[src/rtl/rx_uart.sv]
// rtl/rx_uart.sv - 8N1 serial receiver with a one-byte holding register and error pulses
// The synchronizer, symbol counter and framing FSM share one module.
module rx_uart #(
   parameter int SYSTEM_CLK = 100_000_000,
   parameter int BAUDRATE   = 9600
) (
   input  logic        clk,
   input  logic        reset,
   input  logic        rx_in,
   input  logic [15:0] div,
   input  logic        ready,
   output logic [7:0]  rx_data,
   output logic        valid,
   output logic        frame_err,
   output logic        overrun,
   output logic [7:0]  leds
);

   typedef enum logic [2:0] {
      IDLE    = 3'd0,
      START   = 3'd1,
      DATA    = 3'd2,
      STOP    = 3'd3,
      RECOVER = 3'd4
   } state_t;

   localparam int          DEF_CPS   = SYSTEM_CLK / BAUDRATE;
   localparam logic [15:0] DEF_CPS16 = DEF_CPS[15:0];

   state_t      state, state_n;
   logic        sync1, rxs;
   logic [15:0] cps_raw, cps;
   logic [15:0] wait_cnt, wait_n;
   logic [2:0]  bit_idx, bit_n;
   logic [7:0]  shift_reg, shift_n;
   logic        deliver, ferr;

   // A minimum of 4 keeps the half-symbol reload (cps>>1)-1 at 1 or more.
   assign cps_raw = (div == 16'd0) ? DEF_CPS16 : div;
   assign cps     = (cps_raw < 16'd4) ? 16'd4 : cps_raw;

   always_ff @(posedge clk) begin
      if (reset) begin
         sync1     <= 1'b1;
         rxs       <= 1'b1;
         state     <= IDLE;
         wait_cnt  <= 16'd0;
         bit_idx   <= 3'd0;
         shift_reg <= 8'd0;
      end else begin
         sync1     <= rx_in;
         rxs       <= sync1;
         state     <= state_n;
         wait_cnt  <= wait_n;
         bit_idx   <= bit_n;
         shift_reg <= shift_n;
      end
   end

   always_comb begin
      state_n = state;
      wait_n  = wait_cnt;
      bit_n   = bit_idx;
      shift_n = shift_reg;
      deliver = 1'b0;
      ferr    = 1'b0;
      case (state)
         IDLE: begin
            if (!rxs) begin
               wait_n  = (cps >> 1) - 16'd1;
               bit_n   = 3'd0;
               state_n = START;
            end
         end
         START: begin
            if (wait_cnt != 16'd0) begin
               wait_n = wait_cnt - 16'd1;
            end else if (!rxs) begin
               wait_n  = cps - 16'd1;
               state_n = DATA;
            end else begin
               state_n = IDLE;
            end
         end
         DATA: begin
            if (wait_cnt != 16'd0) begin
               wait_n = wait_cnt - 16'd1;
            end else begin
               shift_n[bit_idx] = rxs;
               bit_n            = bit_idx + 3'd1;
               wait_n           = cps - 16'd1;
               if (bit_idx == 3'd7) state_n = STOP;
            end
         end
         STOP: begin
            if (wait_cnt != 16'd0) begin
               wait_n = wait_cnt - 16'd1;
            end else if (rxs) begin
               deliver = 1'b1;
               state_n = IDLE;
            end else begin
               ferr    = 1'b1;
               state_n = RECOVER;
            end
         end
         RECOVER: begin
            if (rxs) state_n = IDLE;
         end
         default: state_n = IDLE;
      endcase
   end

   // A delivery with a consumer handshake in the same cycle replaces the byte instead of dropping it.
   always_ff @(posedge clk) begin
      if (reset) begin
         rx_data   <= 8'd0;
         leds      <= 8'd0;
         valid     <= 1'b0;
         frame_err <= 1'b0;
         overrun   <= 1'b0;
      end else begin
         frame_err <= ferr;
         overrun   <= 1'b0;
         if (deliver) begin
            if (!valid || ready) begin
               rx_data <= shift_reg;
               leds    <= shift_reg;
               valid   <= 1'b1;
            end else begin
               overrun <= 1'b1;
            end
         end else if (valid && ready) begin
            valid <= 1'b0;
         end
      end
   end

endmodule

[config.mk]
export PLATFORM = sky130hd
export DESIGN_NAME = rx_uart
export DESIGN_NICKNAME = d
export VERILOG_FILES = /design/src/rtl/rx_uart.sv
export SDC_FILE = /design/constraint.sdc
export NUM_CORES = 1
export LEC_CHECK = 0
export BUFFER_PORTS_ARGS = -buffer_cell sky130_fd_sc_hd__buf_4
export CAP_MARGIN = 20
export CELL_PAD_IN_SITES_DETAIL_PLACEMENT = 0
export CELL_PAD_IN_SITES_GLOBAL_PLACEMENT = 1
export CORE_ASPECT_RATIO = 0.9
export CORE_UTILIZATION = 40
export DETAILED_ROUTE_END_ITERATION = 12
export GPL_TIMING_DRIVEN = 0
export PLACE_DENSITY = 0.82
export SYNTH_ARGS = -nofsm -noshare
export SYNTH_HDL_FRONTEND = slang
export SYNTH_SLANG_ARGS = --single-unit
[constraint.sdc]
create_clock -name clk -period 5 [get_ports clk]
set_input_delay 1.5 -clock clk [delete_from_list [all_inputs] [get_ports clk]]
set_output_delay 1.5 -clock clk [all_outputs]
set_load 0.005 [all_outputs]
== Yosys cells after proc, flatten, opt, wreduce, memory -nomap -nowiden ==
Cells that the tools add are included.

* Logic and storage cells: 83
* Bits of input ports: 20
* Output and inout port bits: 19
* Register bits after elaboration: 43

* Equality and inequality tests: 14
* Order comparisons: 3
* Add/sub/neg operators: 4
* Bitwise logic cells: 3
* Multiplexer cells: 31
* Reduce and logical (&&, ||, !) cells: 18

{| class="wikitable"
|+ Operators with widths
! cell !! number
|-
| $mux 16 || 7
|-
| $pmux 16 s4 || 1
|-
| $sub 16x1->16 const B || 2
|-
| $mux 3 || 9
|-
| $logic_not 16->1 || 1
|-
| $lt 16x3->1 const B || 1
|-
| $reduce_bool 16->1 || 1
|-
| $sub 15x1->16 const B || 1
|-
| $pmux 3 s5 || 1
|-
| $ne 2x2->1 const B || 7
|-
| $mux 1 || 9
|-
| $bwmux 8 || 1
|-
| $eq 3x2->1 const B || 2
|-
| $eq 3x3->1 const B || 2
|-
| $pmux 3 s2 || 1
|-
| $reduce_and 2->1 || 3
|-
| $reduce_and 6->1 || 1
|-
| $lt 3x4->1 const B || 1
|-
| $reduce_and 4->1 || 1
|-
| $reduce_bool 2->1 || 2
|-
| $reduce_bool 4->1 || 1
|-
| $add 3x1->3 const B || 1
|-
| $demux 1 s3 || 1
|-
| $eq 3x1->1 const B || 1
|-
| other kinds (12) || 15
|}

== Logic depth before layout (Yosys ltp) ==
* Depth in word-level cells: 8
* Depth in mapped cells: 14
* Mapped depth without buffers: 12

== Worst setup path before layout ==
OpenSTA, ideal clock, no wires.

* Path kind: input to register
* Start point: input port div[3]
* End point: register wait_cnt[10]
* Arrival time: 4048 ps
* Data required time: 4866 ps
* Library setup time: 134 ps
* Setup slack: 818 ps
* Path buffers: 1
* Stages on the path: 11
* Cell sequence: clkbuf_1 nor4_2 nand3_1 o21ai_0 ha_1 nand2b_1 nor2b_1 nand3b_1 xnor2_1 o2111a_1 or4_1

* Word-level cells in the longest chain between the ends: 8
* Elaborated cells between the ends (all ways): 11
* Classes of those cells: add/sub (2); order compare (1); mux (7); reduce/logical (1)

{| class="wikitable"
|+ Ends and longest elaborated chain
! item !! RTL line !! text
|-
| start, declared || 10 || <nowiki>input logic [15:0] div,</nowiki>
|-
| $logic_not 16->1 || 39 || <nowiki>assign cps_raw = (div == 16'd0) ? DEF_CPS16 : div;</nowiki>
|-
| $mux 16 * || 39 ||
|-
| $lt 16x3->1 || 40 || <nowiki>assign cps = (cps_raw < 16'd4) ? 16'd4 : cps_raw;</nowiki>
|-
| $mux 16 * || 40 ||
|-
| $sub 16x1->16 || 79, 91 ||
|-
| $mux 16 || 78 || <nowiki>end else if (!rxs) begin</nowiki>
|-
| $mux 16 || 76 || <nowiki>if (wait_cnt != 16'd0) begin</nowiki>
|-
| $pmux 16 s4 * || 67 || <nowiki>case (state)</nowiki>
|-
| end signal, assigned || 54 || <nowiki>wait_cnt <= wait_n;</nowiki>
|-
| end, declared || 33 || <nowiki>logic [15:0] wait_cnt, wait_n;</nowiki>
|}

Every way passes the cells marked *; elsewhere a longest branch is shown, timed or not. The select of a mux whose other input is x is not followed.
A chain may end at the register's enable or synchronous reset.

== Worst setup path in the final report ==
Same ends and word-level chain as after synthesis.

==> results.md <==
Yosys:
- In this run the biggest area consumer among cell types represents about 28% of the synthesized area.
- The instance count of the mapped netlist is roughly 390.
- The post-synth net total is around 420.
- The sequential share of the synthesized area is around 28%.
- The Yosys step of the flow raised 0 warnings.
- Counting flops and latches in the post-synthesis netlist gives 43.
- Yosys instantiated no cell more often than nor2_1.
- The number of distinct library cells after synthesis is 57.
- Counting flops with a built-in enable in the synthesized netlist gives 0.
- The most used flip-flop cell after synthesis is dfxtp_1.
- Sorting the synthesized cells by how often they occur yields nor2_1, dfxtp_1, a21oi_1.
- The synthesized design spends more area on one cell type than any other, namely dfxtp_1.
- By area the synthesized netlist is led by dfxtp_1, nor2_1, mux2i_1, xnor2_1, a21oi_1.
- The area of the mapped netlist is 3100 um^2.
- The async set-reset flop share out of synthesis is 0%.
- Each instance of the synthesized netlist takes up on average between 7 and 8 um^2.

STA:
- The count of final hold-check violations is 0.
- The upper clock frequency limit is 0.213 GHz.
- Setup repair after global routing left no endpoint under its margin.
- The setup TNS is 0 ns.
- The clock arrives with 0.00655 ns of skew.
- The final number of setup-violating endpoints is 0.
- The number of pins with negative max-slew slack in the final report is 0.
- The worst slew margin relative to its limit is ~54%.
- At the pin with the least slew margin, the transition time is 0.693 ns.
- The post-route minimum period is ~4.7 ns.
- The share of the clock period used by the worst path after layout is between 90% and 100%.
- The worst path meets setup with approximately 0.31 ns of slack.

Die:
- The floorplan step set the die width to around 95 um.
- The height of the chip is 85.5 um.
- The number of I/O pins is 39.
- The area of the core is approximately 7500 um^2.
- The starting density of the core is around two fifths.
- After floorplanning, the core was divided into 30 placement rows.
- The die covers between 8000 and 9000 um^2.

Global routing:
- The first global-routing pass estimated ~14000 um of wire.
- The number of antenna violations at the first check in global routing is 0.
- The number of global-route vias before repair is ~2700.
- The overflow left after global routing is 0.
- Entering global routing, the biggest net connects 15 pins.
- The total global routing track utilization is approximately 22%.

Critical path:
- The source of the worst register-to-register timing path is wait_cnt[0]$_SDFFE_PP0P_.
- The worst-path maximum fanout is 6.
- For the worst setup path, the data required time is slightly above 5 ns.
- The setup path with the least slack is of type input pin to flip-flop.
- The number of cells on the worst reg-to-reg path is 9.
- The startpoint type of the worst setup path is an input pin.
- The worst path arrival time is 4.87 ns.
- Across all register-to-register paths, the minimum setup slack is 2.26 ns.
- The most critical setup path has its startpoint at div[3].
- The worst setup path is captured at a flip-flop.
- The reg-to-reg endpoint is shift_reg[3]$_SDFFE_PP0P_.

CTS:
- Post-CTS repair changed the size of 0 cells.
- Once the clock tree was built, the setup fixing pass inserted 0 buffers.
- The register clock-pin slew on the reported worst setup and hold paths is 0.09 ns.
- The post-cts hold buffer count is 0.
- The clock root buffer master is clkbuf_8.
- The source-to-sink clock delay at the later pin of the worst-skew pair is 0.30 ns.
- In this run the deepest clock path goes through 2 buffers.
- The clock tree synthesis step divided the H-tree into 2 levels.
- The TritonCTS clock tree is done.
- The number of buffers created by CTS is 5.
- Counting every sink on the clock net gives 43.

Placement:
- The congestion estimate from routability-driven global placement came to 0.861.
- The post-place setup slack is 0.0779 ns.
- Once detailed placement completed, the half-perimeter wirelength came to 6410 um.
- The placed cell area is between 3000 and 4000 um^2.
- The count of input and output buffers is 32.

Routing:
- The number of vias per cell is ~5.9.
- The antenna violation net count after detailed routing is 0.
- For this run, design rule violations remaining after detail routing come to 0.
- The total vias in the final route is between 3000 and 4000.
- The detailed router finished its first iteration with ~300 violations.
- Summed over all layers, the routed wires come to about 8600 um.
- The average wire per cell in the routed design is 16.3 um.
- The pre-antenna-repair detailed-routing pass consisted of 6 iterations.

Finish:
- The layout net count is between 400 and 500.
- The synthesis-to-layout area growth is 14.5%.
- The repair_antennas step left the layout with diodes totalling 0.
- The area of all placed cells without fillers is around 3500 um^2.
- The ratio of cells with drive above 1 in the final layout is between 10% and 20%.
- The register with the most flip-flops in the layout has 16 of them.

Run:
- The total of max-cap violations is 0.

Status:
- The run finished with clean final reports.

Power:
- The total power divided by cell area is roughly 240 nW/um^2.
- The design draws between 800 and 900 uW.
- The static power due to leakage is 0.00133 uW.
- The worst voltage drop across the vdd grid is approximately 0.11 mV.

Min path:
- The start point of the worst min-delay path is sync1$_SDFF_PP1_.
- Along the worst hold path, the cell count comes to 1.
- The type of the most critical hold path is flip-flop to flip-flop.
- The path with the worst hold slack has its endpoint at rxs$_SDFF_PP1_.
-- layout by cell type, fill, tap and decap left out, types with 6 or more instances in the layout --
master    instances
nor2_1           47
dfxtp_1          43
buf_4            40
a21oi_1          27
nand2_1          23
clkbuf_1         18
xnor2_1          18
mux2i_1          17
nor3_1           15
o21ai_0          14
xor2_1           11
nand3_1          10
o21ai_1          10
nor4_1           10
nand2b_1          7
a211oi_1          7
ha_1              7
nand4_1           6
-- through the flow --
step | hold slack, ns | utilization, % | cells
floorplan | 0.389 | - | 394
global placement | 0.400 | 46.1 | 522
detailed placement | 0.405 | 46.1 | 522
CTS | 0.434 | 47.3 | 530
global route | 0.449 | 47.3 | 530
finish | 0.431 | 47.3 | 530
-- area by class of cell --
cell class                      count  area, um^2
Buffer                             32         163
Clock buffer                        5        68.8
Clock inverter                      3        20.0
Fill cell                         763        3960
Inverter                            5        18.8
Multi-Input combinational cell    314        2060
Sequential cell                    43         861
Tap cell                           96         120
Timing Repair Buffer               32         240
-- power breakdown --
| part | switching [uW] | leakage (uW) | total, uW | internal (uW) |
|---|---|---|---|---|
| combinational | 154 | 0.000943 | 250 | 95.6 |
| sequential | 19.6 | 0.000349 | 375 | 356 |
| clock | 132 | 0.0000402 | 230 | 97.4 |
| total | 306 | 0.00133 | 855 | 549 |
-- worst max-delay path, cell delays in order --
cell and delay, ns:
clkbuf_1 0.17, nor4_2 0.53, nand3_1 0.30, o21ai_0 0.60, ha_1 0.37, nand3_1 0.21
nor4_1 0.28, xnor2_1 0.23, a2111oi_0 0.15, or4_1 0.53
-- per-layer routing --
layer	vias up	GRT usage (%)	share of wire, %
met5	-	0	0
met4	0	5.10	1.5
met3	15	3.10	8.3
met2	152	31.9	41
met1	1411	34.0	49
li1	1527	-	-
-- logic make-up after synthesis --
kind of cell    Yosys count  share of synthesized area (%)
buf+inv                  37                           5.86
simple gates            166                           30.2
mux                      17                           5.49
fa+ha+maj                 7                           2.83
compound gates           95                           19.6
flops                    43                           27.8
xor+xnor                 29                           8.20
-- how the worst max path moves through the flow --
stage	to	slack [ns]	depth (start not counted)
final	wait_cnt[10]$_SDFFE_PP0P_	0.31	10
after global placement	wait_cnt[10]$_SDFFE_PP0P_	0.06	10
after detailed placement	wait_cnt[10]$_SDFFE_PP0P_	0.08	10
after CTS	wait_cnt[10]$_SDFFE_PP0P_	0.40	10
after global routing	wait_cnt[10]$_SDFFE_PP0P_	0.12	10
after floorplan	wait_cnt[10]$_SDFFE_PP0P_	0.82	11
Power figures use the tool's default switching activity.
